File: config.mk
export PLATFORM = sky130hd
export DESIGN_NAME = mem_port_arbiter
export DESIGN_NICKNAME = d
export VERILOG_FILES = /design/src/rtl/mem_port_arbiter.sv
export SDC_FILE = /design/constraint.sdc
export NUM_CORES = 1
export LEC_CHECK = 0
export BUFFER_PORTS_ARGS = -buffer_cell sky130_fd_sc_hd__buf_4
export CELL_PAD_IN_SITES_DETAIL_PLACEMENT = 0
export CELL_PAD_IN_SITES_GLOBAL_PLACEMENT = 1
export CORE_UTILIZATION = 24
export CTS_BUF_LIST = sky130_fd_sc_hd__clkbuf_2 sky130_fd_sc_hd__clkbuf_4 sky130_fd_sc_hd__clkbuf_8
export DETAILED_ROUTE_END_ITERATION = 10
export GPL_ROUTABILITY_DRIVEN = 0
export PLACE_DENSITY_LB_ADDON = 0.3
export REMOVE_ABC_BUFFERS = 1
export SETUP_SLACK_MARGIN = 0.3
export SYNTH_ARGS = -nofsm -noshare
export SYNTH_HDL_FRONTEND = slang
export SYNTH_SLANG_ARGS = --single-unit
File: constraint.sdc
create_clock -name CPU_CLK -period 1.8 [get_ports CPU_CLK]
set_clock_uncertainty 0.2 [all_clocks]
set_input_delay 0.36 -clock CPU_CLK [delete_from_list [all_inputs] [get_ports CPU_CLK]]
set_output_delay 0.36 -clock CPU_CLK [all_outputs]
set_load 0.01 [all_outputs]
File: src/rtl/mem_port_arbiter.sv
// mem_port_arbiter: shares one fixed-latency, single-port main memory between
// the I-cache refill path and the D-cache refill/write-back path. Each grant
// runs one line as a burst of LINE_WORDS word accesses, each MEM_LATENCY cycles.
// Build option: define MEM_ARB_DPRIO_EN for fixed D-side priority on ties;
// the default build arbitrates ties round-robin.
module mem_port_arbiter #(
   parameter int unsigned LINE_WORDS  = 4,
   parameter int unsigned MEM_LATENCY = 3
) (
   input  logic        CPU_CLK,
   input  logic        CPU_RST_N,
   // I side
   input  logic        I_Req,
   input  logic [31:0] I_Addr,
   output logic        I_Gnt,
   output logic        I_RValid,
   output logic [31:0] I_RData,
   output logic        I_Done,
   // D side
   input  logic        D_Req,
   input  logic        D_We,
   input  logic [31:0] D_Addr,
   input  logic [31:0] D_WData,
   output logic        D_Gnt,
   output logic        D_RValid,
   output logic [31:0] D_RData,
   output logic        D_WReady,
   output logic        D_Done,
   // memory port
   output logic [31:0] Mem_Addr,
   output logic        Mem_Re,
   output logic        Mem_We,
   output logic [31:0] Mem_WData,
   input  logic [31:0] Mem_RData,
   // hazard-unit stall inputs
   output logic        ICacheMiss,
   output logic        DCacheMiss
);

   localparam int unsigned WCNT_W = $clog2(LINE_WORDS);
   localparam int unsigned LCNT_W = (MEM_LATENCY > 1) ? $clog2(MEM_LATENCY) : 1;
   localparam int unsigned OFFS_W = WCNT_W + 2;

   // clears the byte-in-line offset so every burst starts at word 0 of the line
   localparam logic [31:0]       BASE_MASK = ~((32'd1 << OFFS_W) - 32'd1);
   localparam logic [WCNT_W-1:0] WCNT_LAST = WCNT_W'(LINE_WORDS - 1);
   localparam logic [LCNT_W-1:0] LCNT_LAST = LCNT_W'(MEM_LATENCY - 1);

   typedef enum logic {
      S_IDLE  = 1'b0,
      S_BURST = 1'b1
   } state_t;

   typedef enum logic {
      OWN_I = 1'b0,
      OWN_D = 1'b1
   } owner_t;

   state_t            r_state;
   owner_t            r_owner;
   logic [31:0]       r_base;
   logic              r_we;
   logic [WCNT_W-1:0] r_wcnt;
   logic [LCNT_W-1:0] r_lcnt;
   logic              r_i_gnt;
   logic              r_d_gnt;
`ifndef MEM_ARB_DPRIO_EN
   owner_t            r_last_gnt;
   owner_t            w_last_gnt_nxt;
`endif

   state_t            w_state_nxt;
   owner_t            w_owner_nxt;
   logic [31:0]       w_base_nxt;
   logic              w_we_nxt;
   logic [WCNT_W-1:0] w_wcnt_nxt;
   logic [LCNT_W-1:0] w_lcnt_nxt;
   logic              w_i_gnt_nxt;
   logic              w_d_gnt_nxt;

   logic              w_pick_d;
   logic              w_burst;
   logic              w_word_end;
   logic              w_line_end;
   logic              w_own_i;
   logic              w_own_d;

   // burst-phase decodes shared by the strobe and handshake outputs
   assign w_burst    = (r_state == S_BURST);
   assign w_word_end = w_burst && (r_lcnt == LCNT_LAST);
   assign w_line_end = w_word_end && (r_wcnt == WCNT_LAST);
   assign w_own_i    = (r_owner == OWN_I);
   assign w_own_d    = (r_owner == OWN_D);

   // arbitration: choose D when it is alone, or when it wins a tie
   always_comb begin
      w_pick_d = 1'b0;
`ifdef MEM_ARB_DPRIO_EN
      w_pick_d = D_Req;
`else
      if (D_Req && I_Req) begin
         w_pick_d = (r_last_gnt == OWN_I);
      end else begin
         w_pick_d = D_Req;
      end
`endif
   end

   // state register and burst bookkeeping
   always_ff @(posedge CPU_CLK or negedge CPU_RST_N) begin
      if (!CPU_RST_N) begin
         r_state    <= S_IDLE;
         r_owner    <= OWN_I;
         r_base     <= '0;
         r_we       <= 1'b0;
         r_wcnt     <= '0;
         r_lcnt     <= '0;
         r_i_gnt    <= 1'b0;
         r_d_gnt    <= 1'b0;
`ifndef MEM_ARB_DPRIO_EN
         r_last_gnt <= OWN_I;
`endif
      end else begin
         r_state    <= w_state_nxt;
         r_owner    <= w_owner_nxt;
         r_base     <= w_base_nxt;
         r_we       <= w_we_nxt;
         r_wcnt     <= w_wcnt_nxt;
         r_lcnt     <= w_lcnt_nxt;
         r_i_gnt    <= w_i_gnt_nxt;
         r_d_gnt    <= w_d_gnt_nxt;
`ifndef MEM_ARB_DPRIO_EN
         r_last_gnt <= w_last_gnt_nxt;
`endif
      end
   end

   // next-state: latch the winner in IDLE, step word/latency counters in BURST
   always_comb begin
      w_state_nxt    = r_state;
      w_owner_nxt    = r_owner;
      w_base_nxt     = r_base;
      w_we_nxt       = r_we;
      w_wcnt_nxt     = r_wcnt;
      w_lcnt_nxt     = r_lcnt;
      w_i_gnt_nxt    = 1'b0;
      w_d_gnt_nxt    = 1'b0;
`ifndef MEM_ARB_DPRIO_EN
      w_last_gnt_nxt = r_last_gnt;
`endif
      case (r_state)
         S_IDLE: begin
            if (I_Req || D_Req) begin
               w_state_nxt    = S_BURST;
               w_owner_nxt    = w_pick_d ? OWN_D : OWN_I;
               w_we_nxt       = w_pick_d & D_We;
               w_base_nxt     = (w_pick_d ? D_Addr : I_Addr) & BASE_MASK;
               w_wcnt_nxt     = '0;
               w_lcnt_nxt     = '0;
               w_i_gnt_nxt    = ~w_pick_d;
               w_d_gnt_nxt    = w_pick_d;
`ifndef MEM_ARB_DPRIO_EN
               w_last_gnt_nxt = w_pick_d ? OWN_D : OWN_I;
`endif
            end
         end
         S_BURST: begin
            if (w_word_end) begin
               w_lcnt_nxt = '0;
               w_wcnt_nxt = r_wcnt + WCNT_W'(1);
               if (w_line_end) begin
                  w_state_nxt = S_IDLE;
               end
            end else begin
               w_lcnt_nxt = r_lcnt + LCNT_W'(1);
            end
         end
         default: begin
            w_state_nxt = S_IDLE;
         end
      endcase
   end

   // memory port: address and strobes held for each whole word period
   assign Mem_Addr  = w_burst ? (r_base + 32'({r_wcnt, 2'b00})) : 32'd0;
   assign Mem_Re    = w_burst & ~r_we;
   assign Mem_We    = w_burst & r_we;
   assign Mem_WData = D_WData;

   // requester handshakes, qualified by the current owner
   assign I_Gnt     = r_i_gnt;
   assign D_Gnt     = r_d_gnt;
   assign I_RValid  = w_word_end & ~r_we & w_own_i;
   assign D_RValid  = w_word_end & ~r_we & w_own_d;
   assign D_WReady  = w_word_end & r_we & w_own_d;
   assign I_Done    = w_line_end & w_own_i;
   assign D_Done    = w_line_end & w_own_d;
   assign I_RData   = Mem_RData;
   assign D_RData   = Mem_RData;

   // stall requests to the hazard unit
   assign ICacheMiss = I_Req & ~I_Done;
   assign DCacheMiss = D_Req & ~D_Done;

endmodule
==> impl_metrics.yaml, run 1 <==
outcome:
  status: "finished, violations left"
  violations: "setup timing"
routing:
  totalWireLength_um: 15400
  antenna_left: 0
  route.met3.wl_um: 3530
  dr_wl_met2_um: 7060
  wl_met1_um: 3880
  highest_layer: "met4"
  drc_errors: 0
  num_vias: 2086
  drt_iter0_drc: 55
  wl_per_cell_um: 35.9
  first_pass_iters: 4
  drt-vias-per-instance: 4.85
finish:
  final_common_cell: "buf_4"
  n_fill_cell: 1087
  multiInputGateArea_sq_um: 990
  finalCoreUtilization_pct: 33.0
  design_area_sq_mm: 0.00342
  seqCellArea_sq_um: 927
  final_cell_mix: "buf_4 (88), dfrtp_1 (36), and2_4 (33)"
  layout.nets: 427
  area_growth_pct: 33.3
  diodes: 0
  drive_gt1_share_pct: 62.2
yosys:
  ys_ff_latch: 37
  ys_types: 26
  ys.flop_type: "dfrtp_1"
  syn_avg_cell_area_sq_um: 9.55
  yosysWarnings: 0
  yosys-top-cells-area: "dfrtp_1 (36%), buf_4 (29%), a221o_1 (11%), and2_1 (8.8%), and2_0 (5.6%)"
  async_flop_share_pct: 100
  syn_inst: 269
  netlist_area_sq_mm: 0.00257
  yosys.area.top_type: "dfrtp_1"
  synth-edff-count: 0
  ys_seq_area_share_pct: 36.0
  synth_top_area_share_pct: 36.0
place:
  place_hpwl_um: 12800
  io_buffers: 101
  dpl_cell_area_sq_mm: 0.00281
global_route:
  grt_pass1_vias: 2107
  antenna_found_initial: 0
  grt_max_degree: 38
  grt.overflow.total: 0
  grt.total_usage_pct: 27.3
  grt_pass1_wl_um: 19500
sta:
  setup_viol: 20
  finalHoldViolations: 0
  rsz0062_at_grt: "true"
  maxSlewHeadroom_pct: 65.6
  fmax_mhz: 529
  fin_crit_ns: 1.89
  worst_pin_slew_ns: 0.517
  finalMaxSlewViolations: 0
  period_share_pct: 105
  setup_ws_ns: -0.0900
floorplanning:
  die_area_sq_mm: 0.0111
  pin_count: 272
  initial_utilization_pct: 24.8
  rows: 37
  die_x_um: 105
  coreArea_sq_mm: 0.0104
  die_h_um: 105
clock_network:
  cts.htree.levels: 2
  clk_path_buf_depth: 2
  clk_latency_ns: 0.29
  cts-root-buf: "clkbuf_8"
  cts_buffers: 5
  clk_pin_slew_ns: 0.08
  cts.sinks: 37
  cts_tree: "built"
critical_path:
  crit_fanout: 5
  cp.required_ns: 1.24
  criticalPathCategory: "reg2out"
  rr_worst_depth: 6
  cp.arrival_ns: 1.33
  crit_path_start_kind: "flip-flop"
  crit_path_end_kind: "output port"
power_and_ir_drop:
  ir_worst_vdd_v: 0.000492
  p_int_mw: 3.46
  clockPowerShare_pct: 15.7
  leakage_nw: 1.64
  combPwrFrac_pct: 55.5
  power_switching_mw: 1.55
  power.share.switching_pct: 30.9
  seqPwrFrac_pct: 28.7
  p_per_area_mw_per_mm2: 1460
flow_run:
  maxCapViolCount: 0
hold_path:
  hp-class: "in2reg"
  worstHoldPathCells: 2
## registers in the layout, summed over array words and instances (netlist names)
| signal | count |
|---|---|
| D_Gnt | 1 |
| I_Gnt | 1 |
| r_base | 28 |
| r_lcnt | 2 |
| r_owner | 1 |
| r_state | 1 |
| r_wcnt | 2 |
| r_we | 1 |
## per-stage QoR
| stage | std cells | hold slack (ns) | setup slack, ns | power (mW) | TNS [ns] |
|---|---|---|---|---|---|
| 3_5_place_dp | 405 | 0.175 | 0.165 | 3.48 | 0 |
| 6_report | 430 | 0.0961 | -0.0900 | 5.01 | -0.682 |
| 4_1_cts | 424 | 0.0859 | -0.0920 | 4.48 | -1.25 |
| 2_1_floorplan | 159 | -0.136 | -0.419 | 2.47 | -13.44 |
| 3_3_place_gp | 405 | 0.174 | 0.179 | 3.47 | 0 |
| 5_1_grt | 430 | 0.0909 | -0.153 | 5.33 | -2.20 |
## layer usage
metal	track usage, %	up-vias
met1	19.6	947
met5	0.952	-
met3	28.8	37
met2	43.8	246
li1	-	856
met4	15.5	0
## logic make-up (layout without fill, tap and decap cells)
family	Yosys count	in the layout	share of synthesized area, %
fa+ha+maj	1	1	0.487
other cells	1	2	0.146
simple gates	79	79	18.4
compound gates	37	37	13.6
buf+inv	114	138	31.4
flops	37	37	36.0
## what timing repair did
item	4_1_cts	5_1_grt
setup buffers	7	4
cloned	3	2
pin swaps	3	27
endpoints found under the hold margin	37	0
hold buffers	1	0
resized for setup	19	83
setup endpoints to repair	68	73
## critical path, stage by stage (launching register included)
cell and delay (ns):
dfrtp_2 0.46, inv_1 0.19, and3_4 0.23, nor2_2 0.03
buf_4 0.13
## power by group through the flow
stage | registers [mW] | logic (mW) | clock network [mW]
floorplan | 1.36 | 1.11 | 0
global placement | 1.40 | 2.07 | 0
detailed placement | 1.42 | 2.06 | 0
CTS | 1.40 | 2.27 | 0.810
global route | 1.49 | 3.01 | 0.834
finish | 1.44 | 2.78 | 0.787
## synth_stat cells, types with 3 or more instances
cell and count:
clkbuf_1 5, nor2_1 3, nor3_1 3, nand2_1 5
dfrtp_1 37, and2_1 36, and3_1 3, a221o_1 28
buf_2 8, buf_4 98, and2_0 23
## cell type report
cell class	count	area share [%]
timing repair buffer	127	35.2
multi-input combinational	119	28.9
sequential	37	27.1
tap	136	4.97
clock buffer	7	2.63
clock inverter	1	0.877
inverter	3	0.329
## worst paths after layout
path                                       start                     end  slack, ns
hold / removal                        I_Addr[14]  r_base[14]$_DFFE_PN0P_        0.1
max in group asynchronous              CPU_RST_N     r_owner$_DFFE_PN0P_       0.63
min in group asynchronous              CPU_RST_N  r_base[20]$_DFFE_PN0P_       0.38
setup reg to reg               r_state$_DFF_PN0_  r_base[24]$_DFFE_PN0P_       0.07
hold reg to reg            r_wcnt[0]$_DFFE_PN0P_   r_wcnt[0]$_DFFE_PN0P_       0.34
setup / recovery             r_owner$_DFFE_PN0P_              ICacheMiss      -0.09
(Power assumes the default switching activity.)
==> run 2, diff against run 1 <==
- ABC_AREA: default -> 1
==> impl_metrics.yaml, run 2 <==
yosys:
  synth-edff-count: 0
  synth-simple-area-share_pct: 28.8
  ys_seq_area_share_pct: 32.8
  yosys-top-cells-area: "dfrtp_1 (33%), buf_4 (27%), nand2_1 (11%), nand3_1 (9.4%), inv_1 (6.4%)"
  async_flop_share_pct: 100
  synth-compound-area-share_pct: 1.24
  synth_top_area_share_pct: 32.8
  yosys.area.top_type: "dfrtp_1"
  synth.most_common_cell: "buf_4"
  ys.flop_type: "dfrtp_1"
  netlist_area_sq_mm: 0.00282
  syn_inst: 390
  ys_ff_latch: 37
  synth_top_family_by_area: "buffers and inverters"
  synthTopCellsByCount: "buf_4 (100), nand2_1 (80), nand3_1 (53), inv_1 (48), dfrtp_1 (37)"
  ys_types: 18
  syn_avg_cell_area_sq_um: 7.23
  yosysWarnings: 0
  synth_xor_area_share_pct: 0
  synth_mux_area_share_pct: 0
  synthAdderAreaFrac_pct: 0.443
critical_path:
  cp.required_ns: 1.24
  crit_path_start_kind: "flip-flop"
  crit_fanout: 5
  criticalPathCategory: "reg2out"
  crit_path_end_kind: "output port"
  cp.arrival_ns: 1.35
global_route:
  antenna_found_initial: 0
  grt_max_degree: 38
  grt_pass1_vias: 2807
  grt.overflow.total: 0
  grt_pass1_wl_um: 23700
  grt.total_usage_pct: 28.3
sta:
  period_share_pct: 106
  worst_pin_slew_ns: 0.526
  rsz0062_at_grt: "true"
  setup_ws_ns: -0.107
  setup_viol: 36
  finalHoldViolations: 0
  fin_setup_tns_ns: -1.23
  finalMaxSlewViolations: 0
  hold-worst-slack_ns: 0.0807
  maxSlewHeadroom_pct: 64.9
  fin_crit_ns: 1.91
  fmax_mhz: 524
outcome:
  status: "finished, violations left"
  violations: "setup timing"
finish:
  design_area_sq_mm: 0.00408
  final_common_cell: "buf_4"
  layout.nets: 555
  fin_cells: 565
  drive_gt1_share_pct: 61.1
  largest_reg_flops: 28
  largest-register: "r_base"
  reg.largest.list: "r_base x28, r_lcnt x2, r_wcnt x2"
  finalCoreUtilization_pct: 35.7
  final_cell_mix: "buf_4 (88), buf_6 (41), dfrtp_1 (35)"
  diodes: 0
  area_growth_pct: 44.5
routing:
  totalWireLength_um: 17400
  drt_iter0_drc: 111
  drt-vias-per-instance: 4.95
  first_pass_iters: 4
  num_vias: 2794
  drc_errors: 0
  wl_per_cell_um: 30.9
  antenna_left: 0
clock_network:
  cts-root-buf: "clkbuf_8"
  cts_buffers: 5
  cts.htree.levels: 2
  cts_tree: "built"
  clk_latency_ns: 0.29
  cts.sinks: 37
  clk_path_buf_depth: 2
  clk_pin_slew_ns: 0.09
flow_run:
  maxCapViolCount: 0
place:
  io_buffers: 101
  dpl_cell_area_sq_mm: 0.00304
  place_hpwl_um: 13700
  placedCellCount: 530
floorplanning:
  pin_count: 272
  die_x_um: 110
  die_h_um: 110
  rows: 39
  initial_utilization_pct: 24.7
  coreArea_sq_mm: 0.0114
  die_area_sq_mm: 0.0122
power_and_ir_drop:
  ir_worst_vdd_v: 0.000609
  leakage_nw: 2.15
  p_per_area_mw_per_mm2: 1350
hold_path:
  hp-class: "in2reg"
==> run 2: power breakdown <==
group	total [mW]	internal (mW)	switching, mW
Clock	0.681	0.347	0.334
Combinational	3.20	1.73	1.47
Sequential	1.63	1.22	0.412
Total	5.51	3.29	2.22
==> run 2: cells by family (layout without fill, tap and decap cells) <==
logic type,after synthesis,after routing
AO/OA/AOI/OAI,7,7
flip-flops,37,37
adder cells (fa/ha/maj),1,1
other,1,2
buffers and inverters,168,199
AND/OR/NAND/NOR,176,176
==> run 2: per-stage QoR <==
stage                     power, mW  worst slack [ns]
after floorplan                2.49            -0.859
after global placement         3.62             0.117
after detailed placement       3.62             0.117
after CTS                      5.30           -0.0985
after global routing           5.87            -0.155
final                          5.51            -0.107
==> run 2: final timing paths <==
check,start,to,slack (ns),cells past startpoint
max,r_lcnt[0]$_DFFE_PN0P_,DCacheMiss,-0.11,5
min,D_We,r_we$_DFFE_PN0P_,0.08,3
max reg2reg,r_lcnt[0]$_DFFE_PN0P_,r_state$_DFF_PN0_,-0.05,11
max in group asynchronous,CPU_RST_N,r_owner$_DFFE_PN0P_,0.62,2
min reg2reg,r_base[5]$_DFFE_PN0P_,r_base[5]$_DFFE_PN0P_,0.29,2
min in group asynchronous,CPU_RST_N,r_we$_DFFE_PN0P_,0.39,2
==> run 2: critical path, cell delays in order (launching register included) <==
cell	delay [ns]
dfrtp_1	0.40
inv_2	0.11
nand4_1	0.17
nor2_1	0.18
nor2_1	0.06
buf_4	0.14
==> run 2: per-layer routing <==
| layer | vias up | share of wire, % | track usage [%] |
|---|---|---|---|
| met5 | - | 0 | 0.833 |
| met4 | 0 | 1.5 | 5.60 |
| met3 | 23 | 21 | 26.8 |
| met2 | 281 | 49 | 47.1 |
| met1 | 1306 | 29 | 24.5 |
| li1 | 1184 | - | - |
==> run 2: cell type report <==
| cell class | instances | area, sq um |
|---|---|---|
| multi-input cells | 186 | 1270 |
| repair buffers | 143 | 1410 |
| clock inverters | 1 | 5.00 |
| well taps | 143 | 179 |
| fillers | 1229 | 7340 |
| inverters | 48 | 188 |
| clock buffers | 7 | 96.3 |
| flip-flops and latches | 37 | 928 |
==> run 2: timing repair <==
action / 4_1_cts / 5_1_grt
endpoints found under the setup margin: 75 / 75
endpoints found under the hold margin: 37 / 0
cloned: 6 / 2
hold buffers: 1 / 0
pin swaps: 22 / 2
resized for setup: 173 / 29
setup buffers: 14 / 4
